<file path="src/rtl/fft_pkg.sv">
// Helpers shared by the R2^2SDF butterfly stages: width math, butterfly mode
// codes and the round-half-up halving used by scaled stages.
package fft_pkg;

  typedef enum logic [1:0] {
    MODE_PASS = 2'd0,
    MODE_BF   = 2'd1,
    MODE_ROT  = 2'd2
  } mode_e;

  function automatic int clog2(input int value);
    int r = 0;
    while ((1 << r) < value) r++;
    return r;
  endfunction

  function automatic mode_e bfii_mode(input logic sel, input logic tsel);
    if (!sel) return MODE_PASS;
    if (tsel) return MODE_BF;
    return MODE_ROT;
  endfunction

  // (v + 1) >>> 1 at a width that cannot overflow; callers truncate to their width.
  function automatic logic signed [63:0] round_shr1(input logic signed [63:0] v);
    return (v + 64'sd1) >>> 1;
  endfunction

endpackage

</file>
<file path="src/rtl/fft_r22sdf_bfii_stage_if.sv">
// Sample-stream bundle for one BFII stage: valid/sync/data in, valid/first/data out.
interface fft_r22sdf_bfii_stage_if #(
  parameter int DW = 25,
  parameter int OW = 26
);
  logic                 valid_i;
  logic                 sync_i;
  logic signed [DW-1:0] x_re_i;
  logic signed [DW-1:0] x_im_i;
  logic                 valid_o;
  logic                 first_o;
  logic signed [OW-1:0] z_re_o;
  logic signed [OW-1:0] z_im_o;

  modport slave (
    input  valid_i, sync_i, x_re_i, x_im_i,
    output valid_o, first_o, z_re_o, z_im_o
  );

  modport master (
    output valid_i, sync_i, x_re_i, x_im_i,
    input  valid_o, first_o, z_re_o, z_im_o
  );
endinterface

</file>
<file path="src/rtl/fft_cplx_delay_line.sv">
// Complex shift register of DEPTH samples; shifts only when en_i is high.
// Output is the oldest entry, available combinationally.
module fft_cplx_delay_line #(
  parameter int W     = 26,
  parameter int DEPTH = 4
) (
  input  logic                clk_i,
  input  logic                rst_i,
  input  logic                en_i,
  input  logic signed [W-1:0] d_re_i,
  input  logic signed [W-1:0] d_im_i,
  output logic signed [W-1:0] q_re_o,
  output logic signed [W-1:0] q_im_o
);
  logic signed [W-1:0] re_q [DEPTH];
  logic signed [W-1:0] im_q [DEPTH];

  always_ff @(posedge clk_i or posedge rst_i) begin
    if (rst_i) begin
      for (int i = 0; i < DEPTH; i++) begin
        re_q[i] <= '0;
        im_q[i] <= '0;
      end
    end else if (en_i) begin
      re_q[0] <= d_re_i;
      im_q[0] <= d_im_i;
      for (int i = 1; i < DEPTH; i++) begin
        re_q[i] <= re_q[i-1];
        im_q[i] <= im_q[i-1];
      end
    end
  end

  assign q_re_o = re_q[DEPTH-1];
  assign q_im_o = im_q[DEPTH-1];
endmodule

</file>
<file path="src/rtl/fft_r22sdf_bfii_stage.sv">
// Self-sequencing R2^2SDF BFII stage (-j rotation butterfly, SR_LEN feedback).
// One registered output cycle; all state stalls while valid_i is low.
module fft_r22sdf_bfii_stage
  import fft_pkg::*;
#(
  parameter int DW     = 25,
  parameter int SR_LEN = 4,
  parameter int SCALE  = 0
) (
  input logic                  clk_i,
  input logic                  rst_i,
  fft_r22sdf_bfii_stage_if.slave io
);
  localparam int L  = clog2(SR_LEN);
  localparam int CW = L + 2;
  localparam int IW = DW + 1;
  localparam int OW = DW + 1 - SCALE;

  logic                 sync_hit;
  logic [CW-1:0]        cnt_q, cnt_d, idx;
  mode_e                mode;
  logic signed [IW-1:0] x_re, x_im, xsr_re, xsr_im;
  logic signed [IW-1:0] z_re, z_im, zsr_re, zsr_im;
  logic signed [OW-1:0] zo_re_d, zo_im_d, zo_re_q, zo_im_q;
  logic                 vld_q, first_d, first_q;

  assign sync_hit = io.valid_i && io.sync_i;
  assign idx      = sync_hit ? '0 : cnt_q;
  assign mode     = bfii_mode(idx[L], ~idx[L+1]);
  assign x_re     = {io.x_re_i[DW-1], io.x_re_i};
  assign x_im     = {io.x_im_i[DW-1], io.x_im_i};
  assign first_d  = io.valid_i && (idx == CW'(SR_LEN));

  always_comb begin
    cnt_d = cnt_q;
    if (io.valid_i) cnt_d = sync_hit ? CW'(1) : cnt_q + 1'b1;
  end

  always_comb begin
    z_re   = xsr_re;
    z_im   = xsr_im;
    zsr_re = x_re;
    zsr_im = x_im;
    case (mode)
      MODE_BF: begin
        z_re   = xsr_re + x_re;
        z_im   = xsr_im + x_im;
        zsr_re = xsr_re - x_re;
        zsr_im = xsr_im - x_im;
      end
      MODE_ROT: begin
        z_re   = xsr_re + x_im;
        z_im   = xsr_im - x_re;
        zsr_re = xsr_re - x_im;
        zsr_im = xsr_im + x_re;
      end
      default: ;
    endcase
  end

  generate
    if (SCALE != 0) begin : g_scale
      assign zo_re_d = OW'(round_shr1(64'(z_re)));
      assign zo_im_d = OW'(round_shr1(64'(z_im)));
    end else begin : g_grow
      assign zo_re_d = z_re;
      assign zo_im_d = z_im;
    end
  endgenerate

  fft_cplx_delay_line #(.W(IW), .DEPTH(SR_LEN)) u_sr (
    .clk_i  (clk_i),
    .rst_i  (rst_i),
    .en_i   (io.valid_i),
    .d_re_i (zsr_re),
    .d_im_i (zsr_im),
    .q_re_o (xsr_re),
    .q_im_o (xsr_im)
  );

  always_ff @(posedge clk_i or posedge rst_i) begin
    if (rst_i) begin
      cnt_q   <= '0;
      vld_q   <= 1'b0;
      first_q <= 1'b0;
      zo_re_q <= '0;
      zo_im_q <= '0;
    end else begin
      cnt_q   <= cnt_d;
      vld_q   <= io.valid_i;
      first_q <= first_d;
      if (io.valid_i) begin
        zo_re_q <= zo_re_d;
        zo_im_q <= zo_im_d;
      end
    end
  end

  assign io.valid_o = vld_q;
  assign io.first_o = first_q;
  assign io.z_re_o  = zo_re_q;
  assign io.z_im_o  = zo_im_q;
endmodule

</file>
<file path="src/flat_wrapper.sv">
// flat-port wrapper written by rule: the top's interface ports become plain ports
module fft_r22sdf_bfii_stage_flat import fft_pkg::*;
#(
  parameter int DW     = 25,
  parameter int SR_LEN = 4,
  parameter int SCALE  = 0
)
  (clk_i, rst_i, io_valid_i, io_sync_i, io_x_re_i, io_x_im_i, io_valid_o, io_first_o, io_z_re_o, io_z_im_o);
  fft_r22sdf_bfii_stage_if #(.DW(DW)) io_i ();
  input logic clk_i;
  input logic rst_i;
  input wire logic [$bits(io_i.valid_i)-1:0] io_valid_i;
  input wire logic [$bits(io_i.sync_i)-1:0] io_sync_i;
  input wire logic [$bits(io_i.x_re_i)-1:0] io_x_re_i;
  input wire logic [$bits(io_i.x_im_i)-1:0] io_x_im_i;
  output wire logic [$bits(io_i.valid_o)-1:0] io_valid_o;
  output wire logic [$bits(io_i.first_o)-1:0] io_first_o;
  output wire logic [$bits(io_i.z_re_o)-1:0] io_z_re_o;
  output wire logic [$bits(io_i.z_im_o)-1:0] io_z_im_o;
  assign io_i.valid_i = io_valid_i;
  assign io_i.sync_i = io_sync_i;
  assign io_i.x_re_i = io_x_re_i;
  assign io_i.x_im_i = io_x_im_i;
  assign io_valid_o = io_i.valid_o;
  assign io_first_o = io_i.first_o;
  assign io_z_re_o = io_i.z_re_o;
  assign io_z_im_o = io_i.z_im_o;
  fft_r22sdf_bfii_stage #(.DW(DW), .SR_LEN(SR_LEN), .SCALE(SCALE)) u_core (.clk_i(clk_i), .rst_i(rst_i), .io(io_i));
endmodule
</file>
<file path="config.mk">
export PLATFORM = sky130hd
export DESIGN_NAME = fft_r22sdf_bfii_stage_flat
export DESIGN_NICKNAME = d
export VERILOG_FILES = /design/src/rtl/fft_pkg.sv /design/src/rtl/fft_r22sdf_bfii_stage_if.sv /design/src/rtl/fft_cplx_delay_line.sv /design/src/rtl/fft_r22sdf_bfii_stage.sv /design/src/flat_wrapper.sv
export SDC_FILE = /design/constraint.sdc
export NUM_CORES = 1
export LEC_CHECK = 0
export CORE_UTILIZATION = 30
export DETAILED_ROUTE_END_ITERATION = 10
export GPL_ROUTABILITY_DRIVEN = 0
export GPL_TIMING_DRIVEN = 0
export MAX_ROUTING_LAYER = met4
export SLEW_MARGIN = 5
export SYNTH_ARGS = -nofsm -noshare
export SYNTH_HDL_FRONTEND = slang
export SYNTH_SLANG_ARGS = --single-unit
</file>
<file path="constraint.sdc">
create_clock -name clk_i -period 8.23 [get_ports clk_i]
set_input_delay 1.2345 -clock clk_i [delete_from_list [all_inputs] [get_ports clk_i]]
set_output_delay 1.2345 -clock clk_i [all_outputs]
set_load 0.01 [all_outputs]
</file>
# Yosys cells after proc, flatten, opt, wreduce, memory -nomap -nowiden
# Cells that the tools add are included.
# op_classes
n_addsub	9
n_eq_ne	3
muxes	12
reduce_logical	2
# op_table
operator	count
$pmux 26 s2	4
$add 26x25->26	4
$sub 26x25->26	4
$mux 2	4
$mux 4	2
$add 4x1->4 const B	1
$eq 4x3->1 const B	1
$eq 2x1->1 const B	1
$eq 2x2->1 const B	1
$logic_and 1x1->1	2
$mux 1	2
# word_totals
register_bits	266
inputBits	54
out_inout_bits	54
word_cells	39

# Longest topological paths before layout
# depth
ltp_word	8
ltp_mapped	21
depth_no_buf	20

# Cells and area by module
# A second synthesis with hierarchy kept.
# hier_totals
hier_cells	1822
hier_area_um2	18148.7
# modules_own_cells
module	instances	cells_each	area_per_inst_um2	seq_area_each_um2
fft_r22sdf_bfii_stage	1	1330	9619.2	1451.4
fft_cplx_delay_line	1	492	8529.4	5205.0

# Least setup slack after synthesis
# No wires, ideal clock.
# synth_path
kind	input to register
startpoint	input io_x_im_i[7]
endpoint	register u_core.zo_im_q[23] (netlist: u_core.io.z_im_o[23])
setup_time_ps	126
arrival_ps	5200
t_required_ps	8104
path_slack_ps	2904
stages	17
path_buffers	1
cell_sequence	or3_4 -> or4_4 -> or4_4 -> nor3_4 -> inv_2 -> or3_1 -> xor2_1 -> mux2_4 -> ha_1 -> clkbuf_1 -> nor4_1 -> nand2_1 -> o21ai_0 -> or2_2 -> a21oi_1 -> xor2_1 -> a221o_1
# synth_between
elab_chain_cells	2
# synth_lines
element	line	text
start: declaration	flat_wrapper.sv:15	input wire logic [$bits(io_i.x_im_i)-1:0] io_x_im_i;
$add 26x25->26	fft_r22sdf_bfii_stage.sv:47	z_im = xsr_im + x_im;
$pmux 26 s2	fft_r22sdf_bfii_stage.sv:44	case (mode)
end signal: assignment	fft_r22sdf_bfii_stage.sv:94	zo_im_q <= zo_im_d;
end: declaration	fft_r22sdf_bfii_stage.sv:24	logic signed [OW-1:0] zo_re_d, zo_im_d, zo_re_q, zo_im_q;
# No other way between the ends.
# A chain may end at the register's enable or synchronous reset.

# Worst setup path in the final report
# layout_path
startpoint	input io_sync_i
endpoint	register u_core.u_sr.re_q[100] (netlist name)
# layout_between
elab_chain_cells	8
word_cells_on_any_way	10
classes_between	eq/ne: 2; mux: 7; reduce/logical: 1
# layout_lines
element	line	text
start: declaration	flat_wrapper.sv:13	input wire logic [$bits(io_i.sync_i)-1:0] io_sync_i;
$logic_and 1x1->1 (*)	fft_r22sdf_bfii_stage.sv:27	assign sync_hit = io.valid_i && io.sync_i;
$mux 4 (*)	fft_r22sdf_bfii_stage.sv:28	assign idx = sync_hit ? '0 : cnt_q;
$mux 1 (2 in a row)	fft_pkg.sv:19	if (tsel) return MODE_BF;
$mux 2	fft_pkg.sv:20	return MODE_ROT;
$mux 2 (*)	fft_pkg.sv:19	
$eq 2x2->1 / $eq 2x1->1 (equally long branches)	fft_r22sdf_bfii_stage.sv:44	
$pmux 26 s2 (*)	fft_r22sdf_bfii_stage.sv:44	
end signal: indexed assignment	fft_cplx_delay_line.sv:28	re_q[i] <= re_q[i-1];
end: declaration	fft_cplx_delay_line.sv:15	logic signed [W-1:0] re_q [DEPTH];
# Mark *: on every way between the ends. The rest lies on a longest branch, timed or not. The select of a mux whose other input is x is not followed.

==> impl_metrics.ini <==
[synthesis]
synthFlopType = dfrtp_1
netlist_area_sq_um = 16700
synthCells = 1728
synth.distinct_cells = 63
avgSynthCellArea_sq_um = 9.67
synthArstFlopShare_pct = 100
syn_nets = 1898
ys_ff_latch = 266
netlist.area_leader.share_pct = 39.8
synth.area.top_cells = dfrtp_1, mux2_2, ha_1
synth_edf_count = 0
synth_top_cell_by_area = dfrtp_1
ys_warn_count = 0
ys_seq_area_share_pct = 39.8

[cts]
cts_buffer_depth = 3
clk_latency_ns = 0.58
cts_tree = done
cts_root_buf = clkbuf_16
clock-sinks = 266
cts_setup_buffers = 0
cts_buffers = 28
ctsResizeCount = 0
cts_hold_buffers = 0
path_clk_slew_ns = 0.07
h-tree-depth = 1

[timing]
slew_violations = 0
max_slew_margin_pct = 28.5
setup_viol = 0
fin_crit_ns = 6.87
rsz0062_at_grt = false
finalCritPeriodShare_pct = 83.5
worst_pin_slew_ns = 1.07
finClkSkew_ns = 0.0268
hold_viol = 0
finalSetupTns_ns = 0
fmax_mhz = 146

[route]
via_per_inst = 5.32
ant_nets = 0
drt_wl_total_microns = 55200
wl_per_cell_microns = 21.0
vias = 14007
drc = 0
dr.pass1.iters = 7
drt_iter0_markers = 1514

[floorplanning]
io-pin-count = 108
die-width_microns = 238
coreArea_sq_um = 55100
die-height_microns = 238
start_util_pct = 30.3
rows = 86
die-area_sq_um = 56700

[global_routing]
grt_pass1_vias = 13558
gr-total-overflow = 0
grt_pass1_wl_microns = 83500
grt_usage_pct = 19.9
grt_max_degree = 42
antenna_found_initial = 1

[final_layout]
fill_cells = 5694
fin_cells = 2635
area_growth_pct = 18.0
multi_input_area_sq_um = 9200
regArea_sq_um = 6660
layout-drive-gt1-share_pct = 14.0
fin_nets = 2042
diodes = 0

[power]
vdd_drop_max_mv = 0.173
power.leakage_nw = 8.32
p_per_area_nw_per_um2 = 270

[placed_design]
place_inst = 2590
io_buffers = 107
dp_hpwl_microns = 41900

[status]
outcome = completed

[setup_path]
crit_type = in -> reg
critPathLaunchType = primary input
reg2reg_slack_ns = 2.29
required_ns = 8.69
path_max_fanout = 10
cp-end-kind = flip-flop
arrival_ns = 7.34

[flow_run]
drv_cap = 0

[hold_path]
hold_class = reg -> reg
## synth_stat cells (25+ instances only)
| cell | count |
|---|---|
| dfrtp_1 | 266 |
| mux2_2 | 196 |
| nor2_1 | 176 |
| a21oi_1 | 128 |
| inv_1 | 124 |
| ha_1 | 112 |
| clkbuf_1 | 80 |
| xnor2_1 | 80 |
| o21ai_0 | 78 |
| nand2_1 | 76 |
| nor3_1 | 32 |
| o21bai_1 | 32 |
| xor2_1 | 30 |
| a21o_1 | 28 |
| o221ai_1 | 25 |
## state kept, by name (all words and copies together) (netlist names)
| signal | cells |
|---|---|
| u_core.u_sr.q_im_o | 26 |
| u_core.u_sr.re_q | 78 |
| u_core.u_sr.im_q | 78 |
| u_core.io.z_im_o | 26 |
| u_core.u_sr.q_re_o | 26 |
| u_core.io.z_re_o | 26 |
| u_core.io.valid_o | 1 |
| u_core.io.first_o | 1 |
| u_core.cnt_q | 4 |
## cell type report
class	instances	area share (%)
Multi-Input combinational cell	1234	46.6
Sequential cell	266	33.7
Timing Repair Buffer	114	6.14
Tap cell	748	4.74
Clock buffer	41	4.21
Inverter	127	2.44
Buffer	101	1.96
Clock inverter	4	0.127
## layout by cell type, fill, tap and decap left out, drive strengths merged, types with 10 or more instances in the layout
cell,instances
inv,125
nor2b,13
o21ai,78
nor4,14
dfrtp,266
a211oi,19
mux2,197
xor2,30
and3,10
xnor2,80
or3,15
a221oi,17
clkbuf,121
nand2,76
o221ai,25
nor3,33
a21oi,128
clkdlybuf4s50,107
o21a,15
nor2,176
o21bai,32
nand3,19
nand2b,14
buf,28
a21o,28
a31oi,20
ha,112
## critical path: stages
cell	delay (ns)
clkdlybuf4s50_1	0.62
nand2_1	0.11
and2_1	0.20
nand2_1	0.21
buf_1	0.58
clkbuf_1	0.58
nand2_1	0.10
o21ai_0	0.15
ha_1	0.23
inv_1	0.06
fa_1	0.42
nand2b_1	0.10
a21oi_1	0.09
o211ai_1	0.28
nand3_1	0.22
a311oi_1	0.61
o31ai_1	0.24
a221oi_1	0.65
o31ai_1	0.17
xnor2_1	0.17
a221oi_1	0.29
## worst paths after layout
| check | from | end | cells after the start |
|---|---|---|---|
| max | io_sync_i | u_core.u_sr.re_q[100] | 21 |
| min reg2reg | u_core.u_sr.re_q[86] | u_core.u_sr.re_q[86] | 1 |
| min in group asynchronous | rst_i | u_core.u_sr.im_q[75] | 2 |
| max in group asynchronous | rst_i | u_core.u_sr.re_q[27] | 5 |
| min | u_core.u_sr.re_q[86] | u_core.u_sr.re_q[86] | 1 |
| max reg2reg | u_core.cnt_q[2] | u_core.u_sr.re_q[100] | 19 |
## per-layer routing
layer / vias up / global-route usage [%] / wire (microns)
li1: 6346 / - / -
met5: - / - / 0
met3: 83 / 3.90 / 5160
met4: 0 / 4.25 / 1260
met1: 6949 / 28.3 / 25200
met2: 629 / 29.2 / 23600
## where the power goes
part           total, mW  internal [mW]  switching [mW]
Clock               1.22          0.689           0.531
Sequential          1.87           1.61           0.259
Combinational       2.22          0.989            1.23
## kinds of logic (layout without fill, tap and decap cells)
kind of cell               after synthesis  count (layout)  synth area share [%]
AOI/OAI and AO/OA                      416             416                  16.1
xor gates and xnor gates               110             110                  5.76
adders and majority gates              116             116                  8.86
buffers and inverters                  228             387                  5.16
DFF                                    266             266                  39.8
muxes                                  201             201                  13.5
and+or+nand+nor                        391             391                  10.7
## per-stage QoR
stage,setup WS (ns),utilization [%],hold slack (ns),power [mW],cell area (sq um)
global placement,1.15,34.0,0.465,4.02,18700
CTS,1.66,35.8,0.480,5.32,19700
global route,1.01,35.8,0.498,5.66,19700
detailed placement,1.09,34.2,0.463,4.07,18900
finish,1.36,35.8,0.479,5.32,19700
floorplan,2.90,-,0.448,3.35,16700
(Power assumes the default switching activity.)
